**config.mk**
```make
export PLATFORM = sky130hd
export DESIGN_NAME = updown_sweep_ctrl_flat
export DESIGN_NICKNAME = d
export VERILOG_FILES = /design/src/rtl/updown_sweep_ctrl_if.sv /design/src/rtl/updown_sweep_ctrl.sv /design/src/flat_wrapper.sv
export SDC_FILE = /design/constraint.sdc
export NUM_CORES = 1
export LEC_CHECK = 0
export CORE_ASPECT_RATIO = 0.7
export CORE_MARGIN = 2
export CORE_UTILIZATION = 48
export CTS_CLUSTER_DIAMETER = 100
export DETAILED_ROUTE_END_ITERATION = 8
export PLACE_DENSITY = 0.79
export SYNTH_ARGS = -nofsm -noshare
export SYNTH_HDL_FRONTEND = slang
export SYNTH_SLANG_ARGS = --single-unit
```
**constraint.sdc**
```tcl
create_clock -name clk -period 2.1 [get_ports clk]
set_clock_uncertainty 0.2 [all_clocks]
set_input_delay 0.21 -clock clk [delete_from_list [all_inputs] [get_ports clk]]
set_output_delay 0.21 -clock clk [all_outputs]
set_load 0.1 [all_outputs]
```
**src/rtl/updown_sweep_ctrl_if.sv**
```systemverilog
// System-side handshake for the up/down sweep sequencer: start request,
// bounds and repeat count in; busy/done/err status and sweep progress out.
interface updown_sweep_ctrl_if;
  logic       start;
  logic       abort;
  logic       use_def;
  logic [3:0] lo;
  logic [3:0] hi;
  logic [3:0] sweeps;
  logic       busy;
  logic       done;
  logic       err;
  logic [3:0] sweep_idx;

  modport master (
    output start, abort, use_def, lo, hi, sweeps,
    input  busy, done, err, sweep_idx
  );

  modport slave (
    input  start, abort, use_def, lo, hi, sweeps,
    output busy, done, err, sweep_idx
  );
endinterface

```
**src/rtl/updown_sweep_ctrl.sv**
```systemverilog
// Drives the direction input of a free-running 4-bit up/down counter from its
// own output so it sweeps lo..hi..lo a programmed number of times.
//   IDLE | counter free-runs up, waiting for start
//   SEEK | count down (wrapping) until cnt == lo
//   UP   | count up until cnt == hi
//   DOWN | count down until cnt == lo, one sweep completed there
//   DONE | one-cycle completion pulse, then back to IDLE
module updown_sweep_ctrl #(
  parameter logic [3:0] LO_DEF = 4'd0,
  parameter logic [3:0] HI_DEF = 4'd15
) (
  input  logic               clk,
  input  logic               rst_n,
  updown_sweep_ctrl_if.slave bus,
  input  logic [3:0]         cnt,
  output logic               ctrl
);

  localparam logic [2:0] ST_IDLE = 3'd0;
  localparam logic [2:0] ST_SEEK = 3'd1;
  localparam logic [2:0] ST_UP   = 3'd2;
  localparam logic [2:0] ST_DOWN = 3'd3;
  localparam logic [2:0] ST_DONE = 3'd4;

  logic [2:0] state_q, state_d;
  logic [3:0] lo_q, lo_d;
  logic [3:0] hi_q, hi_d;
  logic [3:0] n_q, n_d;
  logic [3:0] idx_q, idx_d;
  logic       err_q, err_d;

  logic [3:0] lo_sel;
  logic [3:0] hi_sel;

  assign lo_sel = bus.use_def ? LO_DEF : bus.lo;
  assign hi_sel = bus.use_def ? HI_DEF : bus.hi;

  always_comb begin
    state_d = state_q;
    lo_d    = lo_q;
    hi_d    = hi_q;
    n_d     = n_q;
    idx_d   = idx_q;
    err_d   = 1'b0;

    case (state_q)
      ST_IDLE: begin
        if (bus.start) begin
          if (lo_sel >= hi_sel) begin
            err_d = 1'b1;
          end else begin
            lo_d    = lo_sel;
            hi_d    = hi_sel;
            n_d     = bus.sweeps;
            idx_d   = 4'd0;
            state_d = ST_SEEK;
          end
        end
      end
      ST_SEEK: begin
        if (cnt == lo_q) state_d = ST_UP;
      end
      ST_UP: begin
        if (cnt == hi_q) state_d = ST_DOWN;
      end
      ST_DOWN: begin
        if (cnt == lo_q) begin
          idx_d = idx_q + 4'd1;
          // n_q == 0 is continuous mode: never terminate, let the index wrap
          if ((n_q != 4'd0) && ((idx_q + 4'd1) == n_q)) state_d = ST_DONE;
          else                                            state_d = ST_UP;
        end
      end
      ST_DONE: begin
        state_d = ST_IDLE;
      end
      default: begin
        state_d = ST_IDLE;
      end
    endcase

    // abort overrides any bound or completion transition and freezes the index
    if (bus.abort && (state_q != ST_IDLE)) begin
      state_d = ST_IDLE;
      idx_d   = idx_q;
    end
  end

  always_ff @(posedge clk or negedge rst_n) begin
    if (!rst_n) begin
      state_q <= ST_IDLE;
      lo_q    <= 4'd0;
      hi_q    <= 4'd0;
      n_q     <= 4'd0;
      idx_q   <= 4'd0;
      err_q   <= 1'b0;
    end else begin
      state_q <= state_d;
      lo_q    <= lo_d;
      hi_q    <= hi_d;
      n_q     <= n_d;
      idx_q   <= idx_d;
      err_q   <= err_d;
    end
  end

  // Direction turns on the same edge the bound appears, so there is no overshoot.
  always_comb begin
    case (state_q)
      ST_SEEK: ctrl = (cnt == lo_q);
      ST_UP:   ctrl = (cnt != hi_q);
      ST_DOWN: ctrl = (cnt == lo_q);
      default: ctrl = 1'b1;
    endcase
  end

  assign bus.busy      = (state_q == ST_SEEK) || (state_q == ST_UP) || (state_q == ST_DOWN);
  assign bus.done      = (state_q == ST_DONE);
  assign bus.err       = err_q;
  assign bus.sweep_idx = idx_q;

endmodule

```
**src/flat_wrapper.sv**
```systemverilog
// flat-port wrapper written by rule: the top's interface ports become plain ports
module updown_sweep_ctrl_flat 
#(
  parameter logic [3:0] LO_DEF = 4'd0,
  parameter logic [3:0] HI_DEF = 4'd15
)
  (clk, rst_n, cnt, ctrl, bus_start, bus_abort, bus_use_def, bus_lo, bus_hi, bus_sweeps, bus_busy, bus_done, bus_err, bus_sweep_idx);
  updown_sweep_ctrl_if bus_i ();
  input  logic clk;
  input  logic rst_n;
  input  logic [3:0] cnt;
  output logic ctrl;
  input wire logic [$bits(bus_i.start)-1:0] bus_start;
  input wire logic [$bits(bus_i.abort)-1:0] bus_abort;
  input wire logic [$bits(bus_i.use_def)-1:0] bus_use_def;
  input wire logic [$bits(bus_i.lo)-1:0] bus_lo;
  input wire logic [$bits(bus_i.hi)-1:0] bus_hi;
  input wire logic [$bits(bus_i.sweeps)-1:0] bus_sweeps;
  output wire logic [$bits(bus_i.busy)-1:0] bus_busy;
  output wire logic [$bits(bus_i.done)-1:0] bus_done;
  output wire logic [$bits(bus_i.err)-1:0] bus_err;
  output wire logic [$bits(bus_i.sweep_idx)-1:0] bus_sweep_idx;
  assign bus_i.start = bus_start;
  assign bus_i.abort = bus_abort;
  assign bus_i.use_def = bus_use_def;
  assign bus_i.lo = bus_lo;
  assign bus_i.hi = bus_hi;
  assign bus_i.sweeps = bus_sweeps;
  assign bus_busy = bus_i.busy;
  assign bus_done = bus_i.done;
  assign bus_err = bus_i.err;
  assign bus_sweep_idx = bus_i.sweep_idx;
  updown_sweep_ctrl #(.LO_DEF(LO_DEF), .HI_DEF(HI_DEF)) u_core (.clk(clk), .rst_n(rst_n), .bus(bus_i), .cnt(cnt), .ctrl(ctrl));
endmodule
```
# Word-level counts from Yosys, hierarchy flattened

Cells that the tools add are included.

Input port bits: 21
Bits in latches: 0
Memories: 0
Bits in read-only memories: 0
Memory bits (writable): 0
Register bits: 20
Output and inout bits: 8
Word-level logic and storage cells: 56

Reductions and logical operators: 12
Add/subtract/negate cells: 1
Divide/modulo/power cells: 0
Equal/unequal tests: 16
Multipliers: 0
Mux-type cells: 18
Order comparisons: 1
Bitwise operators: 2
Shifts and indexed selects: 0

Operators with widths:

| kind                  | number |
|---|---|
| $mux W3               | 7 |
| $mux W4               | 5 |
| $eq A4 B4 Y1          | 3 |
| $pmux W3 S4           | 1 |
| $reduce_and A5 Y1     | 2 |
| $ne A3 B1 Y1 const B  | 3 |
| $pmux W4 S2           | 1 |
| $eq A3 B2 Y1 const B  | 2 |
| $add A4 B1 Y4 const B | 1 |
| $ge A4 B4 Y1          | 1 |
| $ne A2 B2 Y1 const B  | 2 |
| $ne A4 B4 Y1          | 1 |
| $reduce_bool A4 Y1    | 1 |
| $eq A3 B1 Y1 const B  | 1 |
| $eq A3 B3 Y1 const B  | 1 |
| $logic_not A3 Y1      | 1 |
| $mux W1               | 3 |
| $ne A3 B2 Y1 const B  | 1 |
| $ne A3 B3 Y1 const B  | 1 |
| $reduce_and A3 Y1     | 1 |
| $reduce_bool A3 Y1    | 1 |
| $logic_and A1 B1 Y1   | 2 |
| $logic_or A1 B1 Y1    | 2 |
| $ne A2 B1 Y1 const B  | 1 |
| other kinds (4)       | 5 |

# Longest topological paths before layout

Depth after elaboration: 7
Depth in mapped cells: 9
Mapped depth without buffers: 7

# Least setup slack after synthesis

No wires, ideal clock.

Path type: reg2reg
Start: register u_core.lo_q[3]
End: register u_core.state_q[0]
Setup slack: -746 ps
Arrival: 2,450 ps
Clock period less this slack: 2,846 ps
Setup time: 196 ps
Required time: 1,704 ps
Stages on the path, launching flop included: 6
Buffers on the path: 0
Path through: dfrtp_1 > xor2_1 > nor4_4 > nor3b_1 > nor2_1 > o21ai_0

Word-level cells in the longest chain between the ends: 3
Elaborated cells on any way between the ends: 4
Classes of those cells: 3 x eq/ne; 1 x reduce/logical

Ends and longest elaborated chain:

| element                              | RTL line                                         | RTL |
|---|---|---|
| start: declaration                   | updown_sweep_ctrl.sv:26                          | `logic [3:0] lo_q, lo_d;` |
| start signal: assignment             | updown_sweep_ctrl.sv:99                          | `lo_q <= lo_d;` |
| $eq A4 B4 Y1 *                       | updown_sweep_ctrl.sv:61, updown_sweep_ctrl.sv:67 |  |
| $ne A3 B1 Y1 (no source line)        | n/a                                              |  |
| $reduce_and A5 Y1 (no source line) * | n/a                                              |  |
| end signal: assignment               | updown_sweep_ctrl.sv:98                          | `state_q <= state_d;` |
| end: declaration                     | updown_sweep_ctrl.sv:25                          | `logic [2:0] state_q, state_d;` |

Mark *: on every way between the ends. The rest lies on a longest branch, timed or not.
A chain may end at the register's enable or synchronous reset.

# Worst setup path after layout

Start: input port bus_use_def
End: register u_core.hi_q[0]

Word-level cells in the longest chain between the ends: 4
Elaborated cells on any way between the ends: 5
Classes of those cells: 1 x order compare; 2 x mux; 1 x bitwise; 1 x reduce/logical

Ends and longest elaborated chain:

| element                            | RTL line                 | RTL |
|---|---|---|
| start: declaration                 | flat_wrapper.sv:15       | `input wire logic [$bits(bus_i.use_def)-1:0] bus_use_def;` |
| $mux W4 *                          | updown_sweep_ctrl.sv:36  | `assign hi_sel = bus.use_def ? HI_DEF : bus.hi;` |
| named net u_core.hi_sel[0]         | updown_sweep_ctrl.sv:33  | `logic [3:0] hi_sel;` |
| $ge A4 B4 Y1                       | updown_sweep_ctrl.sv:49  | `if (lo_sel >= hi_sel) begin` |
| $not A1 Y1 (no source line)        | n/a                      |  |
| $reduce_and A3 Y1 (no source line) | n/a                      |  |
| end signal: assignment             | updown_sweep_ctrl.sv:100 | `hi_q <= hi_d;` |
| end: declaration                   | updown_sweep_ctrl.sv:27  | `logic [3:0] hi_q, hi_d;` |

The timed path passes the listed nets; every way through them passes the cells marked *.

==> impl_metrics.json <==
{
  "tightest_slew_ns": 0.320,
  "synthCells": 103,
  "post-dp-hpwl_um": 2060,
  "vias": 963,
  "netlist_area_um2": 1130,
  "ir_worst_vdd_v": 0.000724,
  "syn-num-nets": 129,
  "finalSetupViolCount": 0,
  "hold_ws_ns": 0.0352,
  "worst-setup-path-type": "in -> reg",
  "fp.dieH_um": 44.6,
  "wl_um": 2790,
  "p_comb_share_pct": 45.9,
  "required_ns": 2.09,
  "port-buffer-count": 28,
  "areaGrowthSynthToFinish_pct": 55.8,
  "die_area_um2": 2760,
  "cpPeakStageDelay_ns": 0.39,
  "synthArstFlopShare_pct": 100,
  "n_antenna_cell": 0,
  "worstPathCellList": "clkdlybuf4s15_1 > or2_4 > ha_4 > nand2b_4 > a2111o_1 > a21o_1 > buf_6 > mux2_4",
  "fin_crit_ns": 2.08,
  "path_max_fanout": 6,
  "cts-root-buf": "clkbuf_4",
  "maxCapViolCount": 0,
  "intPower_uw": 936,
  "report.final.slew_viol_count": 0,
  "yosysSeqAreaShare_pct": 44.3,
  "grt.total_usage_pct": 21.2,
  "synth_area_leaders": "dfrtp_1 44%, mux2_2 8.0%, xor2_1 7.8%",
  "row_count": 14,
  "p_leak_uw": 0.000834,
  "syn-mean-instance-area_um2": 11.0,
  "critPathLaunchType": "primary input",
  "core_um2": 2190,
  "ys.flop_type": "dfrtp_1",
  "critPathCaptureType": "register",
  "grt_antenna_before_repair": 0,
  "cp_slowest_cell": "a2111o_1",
  "power.switching_uw": 590,
  "hold_viol_final": 0,
  "cts_tree": "built",
  "wl_per_cell_um": 15.1,
  "ys_types": 31,
  "grt_max_degree": 21,
  "p_total_uw": 1530,
  "clk_path_buf_depth": 2,
  "reg2reg_slack_ns": 0.07,
  "crit_family": "compound AO/OA/AOI/OAI gates",
  "synth_most_common_cell": "dfrtp_1",
  "p_clk_share_pct": 14.5,
  "cts_buffers": 3,
  "yosysTopAreaCell": "dfrtp_1",
  "fin_util_pct": 80.3,
  "finalNetCount": 180,
  "clk_latency_ns": 0.31,
  "maxSlewHeadroom_pct": 78.6,
  "arrival_ns": 2.07,
  "grt_overflow_total": 0,
  "swShare_pct": 38.7,
  "finalCritPeriodShare_pct": 99.1,
  "place.gp.congestion": 0.854,
  "htree_levels": 1,
  "netlist.area_leader.share_pct": 44.3,
  "grt_pass1_wl_um": 4220,
  "critPathBufInv": 2,
  "initial_utilization_pct": 51.5,
  "status": "finished clean",
  "first_global_vias": 965,
  "viasPerCell": 5.21,
  "pwr_density_cell_nw_per_um2": 868,
  "p_seq_share_pct": 39.7,
  "place_inst": 179,
  "synthTopCellsByCount": "20 x dfrtp_1, 10 x nor2_1, 10 x xor2_1, 8 x mux2_2, 7 x o21ai_0",
  "drc": 0,
  "drive_above_1_share_pct": 39.9,
  "postRouteAntennaNets": 0,
  "clkTransAtPathRegs_ns": 0.11,
  "final_cell_count_no_fill": 185,
  "ys.warnings.count": 0,
  "synth_edf_count": 0,
  "hold_path.class": "in -> async",
  "fmax_mhz": 481,
  "dr.first_iter.drc_count": 26,
  "pin_count": 29,
  "fillerInstances": 138,
  "rsz0062_at_grt": "yes",
  "firstDrtPassIters": 4,
  "ys_seq_elements": 20,
  "die_w_um": 62.0,
  "cts.sinks": 20
}
==> power by group through the flow <==
stage	sequential, µW	combinational, µW	clock (µW)
5_1_grt	619	750	239
3_3_place_gp	593	635	0
6_report	605	700	221
2_1_floorplan	579	433	0
3_5_place_dp	601	653	0
4_1_cts	595	683	225
==> layout by cell type (no fill, tap or decap), types with 2 or more instances in the layout <==
| cell | n |
|---|---|
| clkdlybuf4s15_1 | 2 |
| nand2b_1 | 2 |
| buf_12 | 3 |
| ha_4 | 2 |
| nor3b_2 | 3 |
| dfrtp_1 | 18 |
| clkdlybuf4s50_1 | 15 |
| xnor2_1 | 2 |
| buf_4 | 22 |
| nand3_1 | 5 |
| nor2_1 | 7 |
| buf_6 | 3 |
| mux2_2 | 7 |
| nor2_4 | 2 |
| dfrtp_2 | 2 |
| nor3_1 | 3 |
| o21ai_0 | 6 |
| ha_1 | 3 |
| xor2_1 | 8 |
| nand2_1 | 5 |
| dlymetal6s2s_1 | 2 |
| clkbuf_4 | 3 |
| xor2_2 | 2 |
==> flip-flops by register name, indices dropped and copies added, names as in the netlist <==
signal                count
u_core.lo_q               4
u_core.n_q                4
u_core.bus.sweep_idx      4
u_core.state_q            3
u_core.hi_q               4
u_core.bus.err            1
==> metrics by stage <==
step	area, µm²	worst slack (ns)	TNS, ns
finish	1760	0.0191	0
global route	1760	-0.0156	-0.0357
CTS	1700	0.0218	0
detailed placement	1610	-0.536	-7.84
global placement	1610	-0.482	-6.88
floorplan	1160	-0.0527	-0.0931
==> kinds of logic (layout without fill, tap and decap cells) <==
kind of cell | count (synthesis) | after routing | synth area share, %
simple gates | 40 | 40 | 22.0
buf+inv | 3 | 53 | 1.66
xor+xnor | 13 | 13 | 10.1
flops | 20 | 20 | 44.3
fa+ha+maj | 5 | 5 | 5.54
mux | 9 | 9 | 8.87
compound gates | 13 | 13 | 7.54
==> timing repair <==
item / in CTS / in global routing
pin swaps: 8 / 9
cloned: 0 / 0
gates resized for setup: 13 / 12
buffers inserted: 3 / 0
hold buffers: 0 / 0
endpoints found under the setup margin: 17 / 10
==> layout make-up <==
class	instances	area [µm²]	area share, %
clock buffer	4	36.3	2.06
sequential	20	503	28.6
tap	32	40.0	2.28
timing repair buffer	48	463	26.3
multi-input combinational	80	712	40.5
inverter	1	3.75	0.214
==> worst paths after layout <==
check                                           start  cells after the start                                  end
setup / recovery                          bus_use_def                      8           u_core.hi_q[0]$_DFFE_PN0P_
hold / removal                                  rst_n                      2            u_core.n_q[3]$_DFFE_PN0P_
setup reg to reg           u_core.lo_q[0]$_DFFE_PN0P_                      7  u_core.bus.sweep_idx[2]$_DFFE_PN0P_
hold reg to reg            u_core.hi_q[1]$_DFFE_PN0P_                      2           u_core.hi_q[1]$_DFFE_PN0P_
max in group asynchronous                       rst_n                      2  u_core.bus.sweep_idx[1]$_DFFE_PN0P_
min in group clk                            bus_hi[0]                      3           u_core.hi_q[0]$_DFFE_PN0P_
==> worst register-to-register path, stage by stage (launching register included) <==
cell     delay (ns)
dfrtp_1        0.42
xor2_2         0.18
nor4_4         0.35
buf_4          0.16
buf_4          0.11
nand4_4        0.11
and2_4         0.18
a211o_1        0.25
==> per-layer routing <==
metal	GRT usage (%)	up-vias	share of wire [%]
li1	-	463	-
met1	27.1	471	43
met5	0	-	0
met4	5.96	0	2.2
met3	4.68	8	3.3
met2	35.8	21	52
Power figures use the tool's default switching activity.
